### config.mk
export PLATFORM = sky130hd
export DESIGN_NAME = uart_rx_sampler
export DESIGN_NICKNAME = d
export VERILOG_FILES = /design/src/rtl/uart_rx_sampler.sv
export SDC_FILE = /design/constraint.sdc
export NUM_CORES = 1
export LEC_CHECK = 0
export BUFFER_PORTS_ARGS = -buffer_cell sky130_fd_sc_hd__buf_2
export CAP_MARGIN = 20
export CORE_ASPECT_RATIO = 1.75
export CORE_MARGIN = 3
export CORE_UTILIZATION = 40
export DETAILED_ROUTE_END_ITERATION = 16
export MAX_ROUTING_LAYER = met4
export SLEW_MARGIN = 10
export SYNTH_ARGS = -nofsm -noshare
export SYNTH_HDL_FRONTEND = slang
export SYNTH_SLANG_ARGS = --single-unit
export TNS_END_PERCENT = 10
### constraint.sdc
create_clock -name clk_i -period 2.4 [get_ports clk_i]
set_input_delay 0.48 -clock clk_i [delete_from_list [all_inputs] [get_ports clk_i]]
set_output_delay 0.48 -clock clk_i [all_outputs]
set_load 0.01 [all_outputs]
### src/rtl/uart_rx_sampler.sv
// UART receive sampler: start detection, mid-bit sampling at 16x oversampling,
// 8 data bits LSB first, optional parity and one stop bit.
module uart_rx_sampler (
    input  logic       clk_i,
    input  logic       rst_ni,
    input  logic       rx_enable,
    input  logic       tick_baud_x16,
    input  logic       parity_enable,
    input  logic       parity_odd,
    input  logic       rx,
    output logic       tick_baud,
    output logic       rx_valid,
    output logic [7:0] rx_data,
    output logic       frame_err,
    output logic       rx_parity_err,
    output logic       idle
);

    typedef enum logic [2:0] {
        StIdle,
        StStart,
        StData,
        StParity,
        StStop
    } state_e;

    state_e      state_q, state_d;
    logic [3:0]  cnt_q, cnt_d;
    logic [2:0]  bit_idx_q, bit_idx_d;
    logic [7:0]  shift_q, shift_d;
    logic        parity_bit_q, parity_bit_d;
    logic [7:0]  rx_data_q, rx_data_d;
    logic        rx_valid_q, rx_valid_d;
    logic        frame_err_q, frame_err_d;
    logic        parity_err_q, parity_err_d;
    logic        sample;

    // Sample point: mid-bit tick while a frame is in progress.
    always_comb begin
        sample = tick_baud_x16 && (cnt_q == 4'd7) && (state_q != StIdle);
    end

    // Next-state logic: nothing moves without a tick; disable aborts at once.
    always_comb begin
        state_d      = state_q;
        cnt_d        = cnt_q;
        bit_idx_d    = bit_idx_q;
        shift_d      = shift_q;
        parity_bit_d = parity_bit_q;
        rx_data_d    = rx_data_q;
        rx_valid_d   = 1'b0;
        frame_err_d  = 1'b0;
        parity_err_d = 1'b0;

        if (!rx_enable) begin
            state_d = StIdle;
            cnt_d   = 4'd0;
        end else if (tick_baud_x16) begin
            if (state_q == StIdle) begin
                if (!rx) begin
                    state_d = StStart;
                    cnt_d   = 4'd0;
                end
            end else begin
                cnt_d = cnt_q + 4'd1;
                if (cnt_q == 4'd7) begin
                    unique case (state_q)
                        StStart: begin
                            if (rx) begin
                                state_d = StIdle;
                            end else begin
                                state_d   = StData;
                                bit_idx_d = 3'd0;
                            end
                        end
                        StData: begin
                            shift_d   = {rx, shift_q[7:1]};
                            bit_idx_d = bit_idx_q + 3'd1;
                            if (bit_idx_q == 3'd7) begin
                                state_d = parity_enable ? StParity : StStop;
                            end
                        end
                        StParity: begin
                            parity_bit_d = rx;
                            state_d      = StStop;
                        end
                        StStop: begin
                            rx_valid_d   = 1'b1;
                            rx_data_d    = shift_q;
                            frame_err_d  = ~rx;
                            parity_err_d = parity_enable &
                                           ((^shift_q) ^ parity_odd ^ parity_bit_q);
                            state_d      = StIdle;
                        end
                        default: state_d = StIdle;
                    endcase
                end
            end
        end
    end

    // State and registered outputs.
    always_ff @(posedge clk_i or negedge rst_ni) begin
        if (!rst_ni) begin
            state_q      <= StIdle;
            cnt_q        <= 4'd0;
            bit_idx_q    <= 3'd0;
            shift_q      <= 8'h00;
            parity_bit_q <= 1'b0;
            rx_data_q    <= 8'h00;
            rx_valid_q   <= 1'b0;
            frame_err_q  <= 1'b0;
            parity_err_q <= 1'b0;
        end else begin
            state_q      <= state_d;
            cnt_q        <= cnt_d;
            bit_idx_q    <= bit_idx_d;
            shift_q      <= shift_d;
            parity_bit_q <= parity_bit_d;
            rx_data_q    <= rx_data_d;
            rx_valid_q   <= rx_valid_d;
            frame_err_q  <= frame_err_d;
            parity_err_q <= parity_err_d;
        end
    end

    // Output mapping.
    always_comb begin
        tick_baud     = sample;
        rx_valid      = rx_valid_q;
        rx_data       = rx_data_q;
        frame_err     = frame_err_q;
        rx_parity_err = parity_err_q;
        idle          = (state_q == StIdle);
    end

endmodule
==> flow_summary.yaml <==
outcome:
  result_of_the_run: "completed"
synth:
  mappedNetlistArea_mm2: 0.00147
  synth_adder_area_share: 0.0256
  synth.lib_cells_used.distinct: 35
  netlist.top_cell.by_area: "sky130_fd_sc_hd__dfrtp_1"
  synth.avg_cell_area_um2: 10.6
  synth-seq-cells: 30
  yosysWarnings: 0
  post_synthesis_mux_area_share: 0.0895
  synth_fp_nets: 148
  yosys.area_share.xor_xnor: 0.0571
  syn_inst_count: 138
  synth_largest_type_area_fraction: 0.512
  synth-compound-area-share: 0.0912
  synth_top_family_by_area: "simple AND/OR/NAND/NOR gates"
  synth_top_cells_by_area: "sky130_fd_sc_hd__dfrtp_1, sky130_fd_sc_hd__nand2_1, sky130_fd_sc_hd__mux2_2, sky130_fd_sc_hd__xnor2_1, sky130_fd_sc_hd__nor2b_1"
  synth-simple-area-share: 0.193
  synth-seq-area-share: 0.512
cts:
  post_cts_resize_count: 0
  cts_root_buffer: "sky130_fd_sc_hd__clkbuf_8"
  clock_insertion_delay_worst_skew_ns: 0.27
  clk_pin_slew_worst_paths_ns: 0.06
  numCtsBuffers: 5
  cts_hold_buf: 0
  cts.sink_count: 30
  clk_path_buf_depth: 2
  cts.repair_timing.setup_buffer_count: 0
  cts_tree: "built"
  cts.htree.levels: 2
final_layout:
  syn_to_final_growth_pct: 14.2
  layout-drive-gt1-share: 0.225
  multi_input_area_um2: 669
  fin_area_mm2: 0.00168
  seq_area_um2: 751
  number_of_diodes: 0
  finish.net_count: 170
  num-fill-cells: 318
placement:
  placement.setup.worst_slack_ns: 0.436
  detailed_place.area_mm2: 0.00160
  portBuffers: 19
  gp_congestion: 0.961
  place.detailed.hpwl_um: 2300
worst_setup_path:
  worst_path_max_delay_cell: "sky130_fd_sc_hd__or4_1"
  crit_type: "reg -> reg"
  timing.critical_path.to_type: "flip-flop"
  cp_max_fo: 10
  timing.critical_path.slowest_cell_delay_ns: 0.72
  timing.critical_path.from_type: "flip-flop"
  worst-path-buf-inv: 1
  timing.critical_path.required_ns: 2.61
  rr_startpoint: "cnt_q[0]"
  critical_path.cell_chain: "ha_1 -> nand4b_4 -> or4_1 -> clkinv_4 -> and3_1"
  arrival_ns: 2.19
  path_delay_family: "simple AND/OR/NAND/NOR gates"
  ff2ff_setup_slack_ns: 0.43
  setup.worst_path.start: "cnt_q[0]"
sta:
  finalClockSkew_ns: 0.00653
  rsz_0062_raised_after_global_routing: "false"
  maxSlewViolCount: 0
  fraction_of_the_cycle_the_final_worst_path_needs: 0.822
  worstMarginPinSlew_ns: 0.648
  clock.fmax_mhz: 507
  hold_violations: 0
  final_period_minus_worst_setup_slack_ns: 1.97
  worst_slack_ns: 0.427
  setup_total_negative_slack_ns: 0
  setup_viol: 0
  relSlewSlack: 0.568
power:
  power.share.switching: 0.217
  power.density_mw_per_mm2: 550
  p_leak_nw: 0.873
  cell_internal_pwr_w: 0.000722
  clock_power_share: 0.397
  net_switching_power_of_the_design_w: 0.000200
  worst_ir_drop_vdd_mv: 0.448
  combinationalPowerShare: 0.049
  p_seq_frac: 0.554
floorplan:
  dieArea_mm2: 0.00446
  die_w_um: 51.8
  initial_core_util: 0.423
  num_io_pins: 20
  die_height_um: 86.1
  rows: 28
  core_area_mm2: 0.00347
grt:
  global_route_wire_length_before_repair_um: 5330
  grt_max_degree: 31
  initial_antenna_violation_count: 0
  groute.usage.overall: 0.170
  globalRouteOverflowTotal: 0
  grt_pass1_vias: 1118
hold_path:
  min-delay-path-class: "in -> async"
flow_run:
  max_cap_violations: 0
drt:
  firstDrtPassIters: 4
  antenna_violating_nets_left: 0
  drt-vias-per-instance: 5.20
  postRouteWirelength_um: 3050
  detailroute.via_count: 1067
  drt_iter0_drc: 30
  drt_drc_violations_left: 0
  routed_wire_per_std_cell_um: 14.9
## power by group through the flow
stage / clock network, W / logic [W] / registers (W)
after floorplan: 0 / 0.0000240 / 0.000518
after global placement: 0 / 0.0000446 / 0.000520
after detailed placement: 0 / 0.0000456 / 0.000520
after CTS: 0.000383 / 0.0000455 / 0.000511
after global routing: 0.000403 / 0.0000517 / 0.000511
final: 0.000366 / 0.0000449 / 0.000511
## registers in the layout, summed over array words and instances, names as in the netlist
signal         cells
rx_parity_err      1
rx_valid           1
rx_data            8
frame_err          1
parity_bit_q       1
shift_q            8
state_q            3
bit_idx_q          3
cnt_q              4
## synthesized netlist by cell type
master,n
sky130_fd_sc_hd__dfrtp_1,30
sky130_fd_sc_hd__nand2_1,30
sky130_fd_sc_hd__mux2_2,9
sky130_fd_sc_hd__nor2b_1,7
sky130_fd_sc_hd__xnor2_1,7
sky130_fd_sc_hd__nor2_1,6
sky130_fd_sc_hd__a21oi_1,3
sky130_fd_sc_hd__clkbuf_1,3
sky130_fd_sc_hd__ha_1,3
sky130_fd_sc_hd__inv_1,3
sky130_fd_sc_hd__mux2i_1,3
sky130_fd_sc_hd__nand3_1,3
sky130_fd_sc_hd__o2111ai_1,3
sky130_fd_sc_hd__o21ai_0,3
sky130_fd_sc_hd__a22o_1,2
sky130_fd_sc_hd__a22oi_1,2
sky130_fd_sc_hd__and2_1,2
sky130_fd_sc_hd__nand4_1,2
sky130_fd_sc_hd__a21boi_0,1
sky130_fd_sc_hd__and3_1,1
sky130_fd_sc_hd__buf_2,1
sky130_fd_sc_hd__buf_6,1
sky130_fd_sc_hd__clkinv_4,1
sky130_fd_sc_hd__nand3b_1,1
sky130_fd_sc_hd__nand4b_4,1
sky130_fd_sc_hd__nor3_1,1
sky130_fd_sc_hd__nor3b_1,1
sky130_fd_sc_hd__o211a_1,1
sky130_fd_sc_hd__o21ai_1,1
sky130_fd_sc_hd__o22ai_1,1
sky130_fd_sc_hd__o2bb2ai_1,1
sky130_fd_sc_hd__o31ai_1,1
sky130_fd_sc_hd__or3_1,1
sky130_fd_sc_hd__or4_1,1
sky130_fd_sc_hd__xnor3_1,1
## per-stage QoR
step / std cells / hold slack (ns) / util / power (W)
finish: 205 / 0.232 / 0.483 / 0.000922
global route: 205 / 0.283 / 0.483 / 0.000966
CTS: 205 / 0.247 / 0.483 / 0.000940
detailed placement: 198 / 0.462 / 0.461 / 0.000566
global placement: 198 / 0.462 / 0.461 / 0.000565
floorplan: 138 / 0.184 / - / 0.000542
## cell type report
class	count	area share
flip-flops and latches	30	0.448
multi-input cells	99	0.400
repair buffers	20	0.0612
clock buffers	7	0.0456
well taps	45	0.0336
inverters	4	0.0119
## path summary, 6_finish.rpt
path / end / depth (start not counted)
max: rx_parity_err / 5
min: parity_bit_q / 1
max reg2reg: rx_parity_err / 5
min reg2reg: rx_data[4] / 2
max in group asynchronous: rx_data[0] / 1
min in group clk_i: rx_data[4] / 2
## logic make-up (layout without fill, tap and decap cells)
family	Yosys count	after routing
AND/OR/NAND/NOR	57	57
flip-flops	30	30
AO/OA/AOI/OAI	19	19
multiplexers	12	12
buffers and inverters	9	31
XOR/XNOR	8	8
adder cells (fa/ha/maj)	3	3
## per-layer routing
layer | up-vias | global-route usage | wire length (um)
met5 | - | - | 0
met4 | 0 | 0.0811 | 58
met3 | 7 | 0.0417 | 91
met2 | 20 | 0.296 | 1770
met1 | 522 | 0.173 | 1130
li1 | 518 | - | -
## cells in the final DEF (no fill, tap or decap), types with 2 or more instances in the layout
master,count
sky130_fd_sc_hd__mux2_2,9
sky130_fd_sc_hd__and2_1,2
sky130_fd_sc_hd__a21oi_1,3
sky130_fd_sc_hd__a22oi_1,2
sky130_fd_sc_hd__clkbuf_1,2
sky130_fd_sc_hd__buf_2,19
sky130_fd_sc_hd__nor2_1,6
sky130_fd_sc_hd__ha_1,3
sky130_fd_sc_hd__nand3_1,3
sky130_fd_sc_hd__nand4_1,2
sky130_fd_sc_hd__o21ai_0,3
sky130_fd_sc_hd__mux2i_1,3
sky130_fd_sc_hd__nand2_1,30
sky130_fd_sc_hd__xnor2_1,7
sky130_fd_sc_hd__a22o_1,2
sky130_fd_sc_hd__nor2b_1,7
sky130_fd_sc_hd__clkbuf_8,5
sky130_fd_sc_hd__inv_1,3
sky130_fd_sc_hd__o2111ai_1,3
sky130_fd_sc_hd__dfrtp_1,30
(Power assumes the default switching activity.)
